<file path="src/rtl/hazard_pkg.sv">
// Shared encodings for the forwarding / interlock unit.
package hazard_pkg;

    localparam logic [1:0] FWD_RF  = 2'b00;
    localparam logic [1:0] FWD_WB  = 2'b01;
    localparam logic [1:0] FWD_MEM = 2'b10;
    localparam logic [1:0] FWD_LU  = 2'b11;

    localparam int unsigned LD_CNT_W = 3;
    localparam int unsigned LU_CNT_W = 3;

    typedef enum logic {
        RUN      = 1'b0,
        LD_STALL = 1'b1
    } hz_state_e;

endpackage

</file>
<file path="src/rtl/hazard_scoreboard.sv">
// Pending-write scoreboard and outstanding-op counter for the long-latency unit.
module hazard_scoreboard
    import hazard_pkg::*;
#(
    parameter int unsigned REG_AW     = 5,
    parameter int unsigned LU_MAX_OUT = 2
) (
    input  logic                   clk,
    input  logic                   rst,
    input  logic                   ex_long_start,
    input  logic [REG_AW-1:0]      ex_rd,
    input  logic                   flush_ex,
    input  logic                   lu_done,
    input  logic [REG_AW-1:0]      lu_rd,
    output logic [(2**REG_AW)-1:0] busy,
    output logic                   lu_full_c
);

    localparam int unsigned NREG = 2**REG_AW;

    logic [NREG-1:0]     busy_q;
    logic [NREG-1:0]     set_vec;
    logic [NREG-1:0]     clr_vec;
    logic [LU_CNT_W-1:0] lu_out_q;
    logic                accept;
    logic                inc;
    logic                dec;

    // A stalled EX slot is being bubbled, so its launch is not accepted.
    always_comb begin
        set_vec = '0;
        clr_vec = '0;
        accept  = ex_long_start & ~flush_ex;
        if (accept && (ex_rd != '0)) set_vec[ex_rd] = 1'b1;
        if (lu_done) clr_vec[lu_rd] = 1'b1;
        inc = accept && (lu_out_q < LU_CNT_W'(LU_MAX_OUT));
        dec = lu_done && (lu_out_q != '0);
    end

    always_ff @(posedge clk) begin
        if (rst) begin
            busy_q   <= '0;
            lu_out_q <= '0;
        end else begin
            busy_q <= (busy_q & ~clr_vec) | set_vec;
            if (inc && !dec) begin
                lu_out_q <= lu_out_q + LU_CNT_W'(1);
            end else if (dec && !accept) begin
                lu_out_q <= lu_out_q - LU_CNT_W'(1);
            end
        end
    end

    assign busy      = busy_q;
    assign lu_full_c = (lu_out_q == LU_CNT_W'(LU_MAX_OUT)) & ~lu_done;

endmodule

</file>
<file path="src/rtl/fwd_hazard_unit.sv">
// EX operand forwarding selects plus load-use / long-latency interlock and stall counter.
module fwd_hazard_unit
    import hazard_pkg::*;
#(
    parameter int unsigned REG_AW     = 5,
    parameter int unsigned NUM_SRC    = 2,
    parameter int unsigned LOAD_LAT   = 1,
    parameter int unsigned LU_MAX_OUT = 2,
    parameter int unsigned CNT_W      = 16
) (
    input  logic                        clk,
    input  logic                        rst,
    input  logic [NUM_SRC*REG_AW-1:0]   id_rs,
    input  logic [NUM_SRC-1:0]          id_rs_used,
    input  logic                        id_long,
    input  logic [NUM_SRC*REG_AW-1:0]   ex_rs,
    input  logic [REG_AW-1:0]           ex_rd,
    input  logic                        ex_reg_write,
    input  logic                        ex_mem_read,
    input  logic                        ex_long_start,
    input  logic [REG_AW-1:0]           mem_rd,
    input  logic                        mem_reg_write,
    input  logic [REG_AW-1:0]           wb_rd,
    input  logic                        wb_reg_write,
    input  logic                        lu_done,
    input  logic [REG_AW-1:0]           lu_rd,
    output logic [NUM_SRC*2-1:0]        fwd_sel,
    output logic                        stall_if,
    output logic                        stall_id,
    output logic                        flush_ex,
    output logic [(2**REG_AW)-1:0]      busy_mask,
    output logic [CNT_W-1:0]            stall_cnt
);

    localparam int unsigned NREG     = 2**REG_AW;
    localparam int unsigned LD_INIT  = (LOAD_LAT > 1) ? (LOAD_LAT - 2) : 0;
    localparam logic        LD_MULTI = (LOAD_LAT > 1);

    hz_state_e           state_q, state_d;
    logic [LD_CNT_W-1:0] cnt_q, cnt_d;
    logic [NUM_SRC*2-1:0] sel_raw;
    logic [NUM_SRC-1:0]  ld_hit;
    logic [NUM_SRC-1:0]  lu_hit;
    logic [NREG-1:0]     busy_q;
    logic                lu_full_c;
    logic                hz_ld, hz_lu, hz_full, stall_c;
    logic [CNT_W-1:0]    stall_cnt_q;

    // Per-channel forwarding priority and ID-stage hazard compares.
    for (genvar i = 0; i < NUM_SRC; i++) begin : g_src
        logic [REG_AW-1:0] src;
        logic [REG_AW-1:0] ids;
        logic [1:0]        sel;

        assign src = ex_rs[i*REG_AW +: REG_AW];
        assign ids = id_rs[i*REG_AW +: REG_AW];

        always_comb begin
            sel = FWD_RF;
            if (src != '0) begin
                if (mem_reg_write && (mem_rd == src))    sel = FWD_MEM;
                else if (wb_reg_write && (wb_rd == src)) sel = FWD_WB;
                else if (lu_done && (lu_rd == src))      sel = FWD_LU;
            end
        end

        assign sel_raw[2*i +: 2] = sel;
        assign ld_hit[i] = id_rs_used[i] && (ids == ex_rd);
        assign lu_hit[i] = id_rs_used[i] && (ids != '0) && busy_q[ids]
                           && !(lu_done && (lu_rd == ids));
    end

    hazard_scoreboard #(
        .REG_AW     (REG_AW),
        .LU_MAX_OUT (LU_MAX_OUT)
    ) u_scoreboard (
        .clk           (clk),
        .rst           (rst),
        .ex_long_start (ex_long_start),
        .ex_rd         (ex_rd),
        .flush_ex      (stall_c),
        .lu_done       (lu_done),
        .lu_rd         (lu_rd),
        .busy          (busy_q),
        .lu_full_c     (lu_full_c)
    );

    assign hz_ld   = ex_mem_read & ex_reg_write & (ex_rd != '0) & (|ld_hit);
    assign hz_lu   = |lu_hit;
    assign hz_full = id_long & lu_full_c;
    assign stall_c = (state_q == LD_STALL) | hz_ld | hz_lu | hz_full;

    // The hazard cycle itself is the first bubble; LD_STALL covers the remaining LOAD_LAT-1.
    always_comb begin
        state_d = state_q;
        cnt_d   = cnt_q;
        case (state_q)
            RUN: begin
                if (hz_ld && LD_MULTI) begin
                    state_d = LD_STALL;
                    cnt_d   = LD_CNT_W'(LD_INIT);
                end
            end
            LD_STALL: begin
                if (cnt_q == '0) state_d = RUN;
                else             cnt_d   = cnt_q - LD_CNT_W'(1);
            end
            default: state_d = RUN;
        endcase
    end

    always_ff @(posedge clk) begin
        if (rst) begin
            state_q     <= RUN;
            cnt_q       <= '0;
            stall_cnt_q <= '0;
        end else begin
            state_q <= state_d;
            cnt_q   <= cnt_d;
            if (stall_c && (stall_cnt_q != {CNT_W{1'b1}})) begin
                stall_cnt_q <= stall_cnt_q + CNT_W'(1);
            end
        end
    end

    assign fwd_sel   = rst ? '0 : sel_raw;
    assign stall_if  = stall_c & ~rst;
    assign stall_id  = stall_c & ~rst;
    assign flush_ex  = stall_c & ~rst;
    assign busy_mask = rst ? '0 : busy_q;
    assign stall_cnt = rst ? '0 : stall_cnt_q;

endmodule

</file>
<file path="config.mk">
export PLATFORM = sky130hd
export DESIGN_NAME = fwd_hazard_unit
export DESIGN_NICKNAME = d
export VERILOG_FILES = /design/src/rtl/hazard_pkg.sv /design/src/rtl/hazard_scoreboard.sv /design/src/rtl/fwd_hazard_unit.sv
export SDC_FILE = /design/constraint.sdc
export NUM_CORES = 1
export LEC_CHECK = 0
export ABC_AREA = 1
export CORE_MARGIN = 4
export CORE_UTILIZATION = 35
export CTS_CLUSTER_SIZE = 40
export DETAILED_ROUTE_END_ITERATION = 8
export PLACE_DENSITY = 0.7
export SETUP_SLACK_MARGIN = 0.3
export SLEW_MARGIN = 0
export SYNTH_ARGS = -nofsm -noshare
export SYNTH_HDL_FRONTEND = slang
export SYNTH_SLANG_ARGS = --single-unit
</file>
<file path="constraint.sdc">
create_clock -name clk -period 5.78 [get_ports clk]
set_clock_uncertainty 0.1 [all_clocks]
set_input_delay 0.578 -clock clk [delete_from_list [all_inputs] [get_ports clk]]
set_output_delay 0.578 -clock clk [all_outputs]
set_load 0.03 [all_outputs]
</file>
==> results.md, run 1 <==
- Worst EP arrival: 3.54 ns
- Critical Path End Type: output pin
- CP endpoint: stall_id
- Final HPWL DP: 12200 um
- Sinks on Clock Net: 55
- R2R setup slack: 3.33 ns
- Hold Crit Class: flop to flop
- Routed Antenna Nets: 0
- Max-cap viol count: 0
- Core ar.: 12600 sq um
- Clock Pin Slew Worst Setup and Hold Paths: 0.07 ns
- Post-synth EDFFs: 0
- # rows: 41
- Fin util: 0.457
- Placer congestion estimate: 0.992
- Max-slew violations: 0
- Total Power: 0.00102 W
- Post-CTS Setup Inserts: 0
- Post-synth top area cell: dfxtp_1
- Setup ws final: 1.56 ns
- Synth warnings: 0
- Most common cell in the synthesized netlist: nand2_1
- Synth top area share: 0.243
- Synth Area in Compound Gates: 0.134
- Clk_lat worst skew: 0.30 ns
- Synth area leaders: dfxtp_1 24%, nand2_1 20%, inv_1 8.7%
- Pin count of the biggest net entering global routing: 67
- CP Launch Point: id_rs[0]
- CTS max path bufs: 2
- Final Hold Vio Count: 0
- H-tree depth: 2
- DIE WIDTH: 122 um
- Leakage Power: 2.33 nW
- # hold bufs at CTS: 0
- Router iterations before antenna repair: 6
- CP required: 5.10 ns
- Wire per inst: 15.1 um
- Boundary pin count: 106
- Hold WS: 0.370 ns
- CTS Buf Count: 5
- Grt ovf: 0
- Post-Synth XOR/XNOR Area: 0.0213
- Highest metal used: met4
- Tcrit/Tclk final: 0.730
- Met1 Wirelength: 7170 um
- Mapped Nets: 847
- Post-Synth Adder-Cell Area: 0.0127
- Post-CTS resize count: 0
- Crit start category: input pin
- Pwr dens: 177 nW/um^2
- Post-synthesis mux area share: 0
- Post-synth cell types: 38
- # diodes: 0
- First-pass GRT wire length: 25700 um
- Synth top cells by count: 237 x nand2_1, 105 x inv_1, 102 x nor2_1
- Initial Util: 0.359
- Largest family of logic cells by synthesized area: simple AND/OR/NAND/NOR gates
- Top_reg_cell synth: dfxtp_1
- Final critical-path required period: 4.22 ns
- DR vias: 5420
- Cells after Synth: 792
- Syn Area/Cell: 5.72 sq um
- Area grow syn2layout: 27.5%
- Total GRT Usage: 0.215
- Worst-Margin Slew: 0.952 ns
- CTS tree: done
- R2R cell count: 11
- Slew HR: 0.364
- Post-synthesis sequential area ratio: 0.243
- Drt initial violations: 731
- Root buffer cell: clkbuf_16
- Vias in the first global route: 5036
- Synthesis-stage register bit count: 55
- Crit Path Max Fanout: 27
- Peak supply drop: 0.122 mV
- Max Clock Freq: 237 MHz
- Die area: 14800 sq um
- Placement Setup Slack: 1.59 ns
- Vias per cell: 5.15
- Port buffer count: 105
- Initial antenna violation count: 0
- Post-synthesis cell area: 4530 sq um
- Kind of critical path: input pin to output pin
- Die height: 122 um
- DRC Markers: 0
- RSZ-0062 raised after global routing: no
- Met2 WL: 6910 um
- Async set or reset register ratio after synthesis: 0
- Simple-gate share of the synthesized area: 0.448
- Layout cell share with drive strength beyond 1: 0.0431
- Length of routed met3 wiring: 1500 um
- Final setup vio count: 0
- Wirelength, routed: 15900 um
- Reg-to-Reg Start: u_scoreboard.busy[17]
- FF-to-FF End: u_scoreboard.busy[24]
- NumNets Final: 935
- Setup_tns: 0 ns
- Status: finished, final reports clean
flip-flops by register name, summed over array words and instances (netlist names):
register,cells
stall_cnt_q,16
state_q,1
u_scoreboard.busy,32
cnt_q,3
u_scoreboard.lu_out_q,3
metrics by stage:
| stage | area [sq um] | cells |
|---|---|---|
| global placement | 5620 | 1045 |
| global route | 5770 | 1053 |
| CTS | 5770 | 1053 |
| detailed placement | 5620 | 1045 |
| finish | 5770 | 1053 |
| floorplan | 4530 | 792 |
layer usage:
metal,global-route usage,vias to the layer above
met1,0.296,2404
met2,0.340,275
li1,-,2711
met3,0.0422,30
met5,0,-
met4,0.0686,0
logic make-up after synthesis:
logic type / after synthesis
AND/OR/NAND/NOR: 474
buffers and inverters: 143
AO/OA/AOI/OAI: 105
flip-flops: 55
XOR/XNOR: 11
adder cells (fa/ha/maj): 4
cells in the final DEF (no fill, tap or decap), types with 2 or more instances in the layout:
cell type	instances
nand2_1	237
o22ai_1	12
nand3_1	78
o21ai_1	7
xor2_1	11
buf_4	5
clkinv_4	2
o211ai_1	5
ha_1	3
nor2_1	102
nor4_1	4
clkdlybuf4s50_1	104
nand4_1	6
a21oi_2	2
a221oi_1	8
dfxtp_1	55
clkbuf_16	5
nor3_1	33
inv_2	8
a21oi_1	32
inv_1	105
o21ai_0	36
nand3_2	5
critical path, cell delays in order:
cell             delay (ns)
clkdlybuf4s50_1        1.09
inv_2                  0.27
nand2_1                0.13
nand3_1                0.07
nand3_1                0.11
nand3_1                0.08
nand2_1                0.09
nand3_1                0.13
nand3_2                0.14
nand2_1                0.07
inv_1                  0.10
clkdlybuf4s50_1        0.67
where the power goes:
group | internal [W] | switching (W) | leakage, nW | total (W)
Combinational | 0.000105 | 0.000188 | 1.81 | 0.000293
Sequential | 0.000393 | 0.0000133 | 0.444 | 0.000406
Clock | 0.000163 | 0.000157 | 0.0700 | 0.000320
Total | 0.000660 | 0.000358 | 2.33 | 0.00102
area by class of cell:
cell class,instances,area [sq um]
Clock inverter,3,25.0
Sequential cell,55,1100
Tap cell,172,215
Fill cell,1382,6850
Clock buffer,5,125
Multi-Input combinational cell,594,2790
Inverter,114,430
Timing Repair Buffer,110,1080
how the worst min path moves through the flow:
stage | from | end | slack [ns] | depth (start not counted)
6_report | stall_cnt_q[15] | stall_cnt_q[15] | 0.37 | 2
5_1_grt | stall_cnt_q[15] | stall_cnt_q[15] | 0.40 | 2
4_1_cts | stall_cnt_q[15] | stall_cnt_q[15] | 0.37 | 2
3_5_place_dp | cnt_q[0] | cnt_q[0] | 0.35 | 1
3_3_place_gp | cnt_q[0] | cnt_q[0] | 0.34 | 1
2_1_floorplan | cnt_q[0] | cnt_q[0] | 0.32 | 1
(Power assumes the default switching activity.)
==> inputs of run 2 (changes only) <==
==> constraint.sdc (replaced) <==
create_clock -name clk -period 4.27 [get_ports clk]
set_clock_uncertainty 0.1 [all_clocks]
set_input_delay 0.427 -clock clk [delete_from_list [all_inputs] [get_ports clk]]
set_output_delay 0.427 -clock clk [all_outputs]
set_load 0.03 [all_outputs]
==> results.md, run 2 (same netlist as run 1, synthesis figures left out) <==
- Final HPWL DP: 12300 um (was 12200 um)
- GR Layer Usage met3: 0.0362 (was 0.0422)
- Clock network fraction of design power: 0.315 (was 0.314)
- DRC Markers: 0 (unchanged)
- Wirelength, routed: 16000 um (was 15900 um)
- NumNets Final: 940 (was 935)
- Die area: 14800 sq um (unchanged)
- Commonest non-fill, non-tap cell in the layout: nand2_1 (unchanged)
- Filler cell count: 1397 (was 1382)
- Max-cap viol count: 0 (unchanged)
- Critical Path End Type: output pin (unchanged)
- H-tree depth: 2 (unchanged)
- Status: finished, final reports clean (unchanged)
- Grt ovf: 0 (unchanged)
- GR peak layer: met2 (unchanged)
- Routed Antenna Nets: 0 (unchanged)
- Combinational power share: 0.290 (was 0.288)
- Vias in the first global route: 5079 (was 5036)
- Root buffer cell: clkbuf_16 (unchanged)
- Kind of critical path: input pin to output pin (unchanged)
- Final critical-path required period: 3.55 ns
- Pwr dens: 240 nW/um^2 (was 177 nW/um^2)
- Sw Ratio: 0.352 (about the same)
- # hold bufs at CTS: 0 (unchanged)
- Layout cell share with drive strength beyond 1: 0.0485 (was 0.0431)
- Fin util: 0.461 (was 0.457)
- DIE WIDTH: 122 um (unchanged)
- First-pass GRT wire length: 25900 um (was 25700 um)
- Pin count of the biggest net entering global routing: 67 (unchanged)
- Most frequent cells in the layout: 237 x nand2_1, 105 x inv_1, 104 x clkdlybuf4s50_1, 102 x nor2_1, 78 x nand3_1 (unchanged)
- Router iterations before antenna repair: 5 (was 6)
- DR vias: 5451 (was 5420)
- Hold Crit Class: flop to flop (unchanged)
- Leakage Power: 2.35 nW (was 2.33 nW)
- Final Hold Vio Count: 0 (unchanged)
- Setup_tns: 0 ns (unchanged)
- Sinks on Clock Net: 55 (unchanged)
- R2R setup slack: 2.02 ns (was 3.33 ns)
- Boundary pin count: 106 (unchanged)
- Area grow syn2layout: 28.4% (was 27.5%)
- Initial Util: 0.359 (unchanged)
- Total GRT Usage: 0.215 (about the same)
- # diodes: 0 (unchanged)
- Total Power: 0.00139 W (was 0.00102 W)
- Clock Pin Slew Worst Setup and Hold Paths: 0.07 ns (about the same)
- Peak supply drop: 0.156 mV (was 0.122 mV)
- CTS max path bufs: 2 (unchanged)
- Met1 GRT Util: 0.299 (was 0.296)
- Tcrit/Tclk final: 0.831
- Crit start category: input pin (unchanged)
- Core ar.: 12600 sq um (unchanged)
- Met2 usage: 0.338 (was 0.340)
- Wire per inst: 15.2 um (was 15.1 um)
- Port buffer count: 105 (unchanged)
- RSZ-0062 raised after global routing: no (unchanged)
- Internal: 0.000902 W (was 0.000660 W)
- Post-CTS resize count: 0 (unchanged)
- # rows: 41 (unchanged)
- Post-CTS Setup Inserts: 0 (unchanged)
- Placer congestion estimate: 0.961 (was 0.992)
- Net switching power: 0.000491 W (was 0.000358 W)
- CTS tree: done (unchanged)
- CP required: 3.74 ns (was 5.10 ns)
- Initial antenna violation count: 0 (unchanged)
- Number of flip-flops in the largest register: 32 (unchanged)
- Slew HR: 0.365 (was 0.364)
- Drt initial violations: 690 (was 731)
- Max Clock Freq: 282 MHz
- CTS Buf Count: 5 (unchanged)
- Worst EP arrival: 3.02 ns (was 3.54 ns)
- Crit Path Max Fanout: 10 (was 27)
- Worst-Margin Slew: 0.945 ns (was 0.952 ns)
- Flop pwr share: 0.395 (was 0.399)
- Max-slew violations: 0 (unchanged)
- Clk_lat worst skew: 0.30 ns (about the same)
- Final setup vio count: 0 (unchanged)
- Die height: 122 um (unchanged)
- Vias per cell: 5.15 (about the same)
-- run 2: critical path, stage by stage --
cell and delay, ns:
clkdlybuf4s50_1 0.78, inv_2 0.20, nor2_1 0.22, nand3_1 0.13
nand3_1 0.09, nor2_1 0.05, nand2_1 0.05, nand3_1 0.11
nand3_2 0.13, nand2_1 0.07, inv_1 0.08, clkdlybuf4s50_1 0.67
-- run 2: layout make-up --
cell class	count	area [sq um]	share of cell area
Clock buffer	5	125	0.0215
Clock inverter	3	27.5	0.00474
Inverter	114	430	0.0741
Multi-Input combinational cell	594	2790	0.480
Sequential cell	55	1100	0.189
Tap cell	172	215	0.0370
Timing Repair Buffer	115	1120	0.193
-- run 2: power groups by stage --
stage / combinational (W) / sequential, W / clock [W]
after floorplan: 0.000271 / 0.000558 / 0
after global placement: 0.000393 / 0.000561 / 0
after detailed placement: 0.000397 / 0.000561 / 0
after CTS: 0.000398 / 0.000550 / 0.000444
after global routing: 0.000444 / 0.000554 / 0.000457
final: 0.000404 / 0.000550 / 0.000439
-- run 2: final timing paths --
kind	from	endpoint	cells past startpoint
max reg2reg	stall_cnt_q[0]	stall_cnt_q[7]	11
min	cnt_q[0]	cnt_q[0]	1
min reg2reg	cnt_q[0]	cnt_q[0]	1
max	id_rs[1]	stall_if	12
-- run 2: layer usage --
metal  vias up  routed length [um]
li1       2720                   -
met1      2418                6980
met2       288                7110
met3        25                1590
met4         0                 355
met5         -                   0
-- run 2: metrics by stage --
step | hold WS (ns) | instances | instance area, sq um | setup WS, ns
final | 0.366 | 1058 | 5810 | 0.720
after global routing | 0.387 | 1058 | 5810 | 0.544
after CTS | 0.370 | 1058 | 5810 | 0.760
after detailed placement | 0.359 | 1050 | 5660 | 0.771
after global placement | 0.343 | 1050 | 5660 | 0.704
after floorplan | 0.323 | 792 | 4530 | 1.97
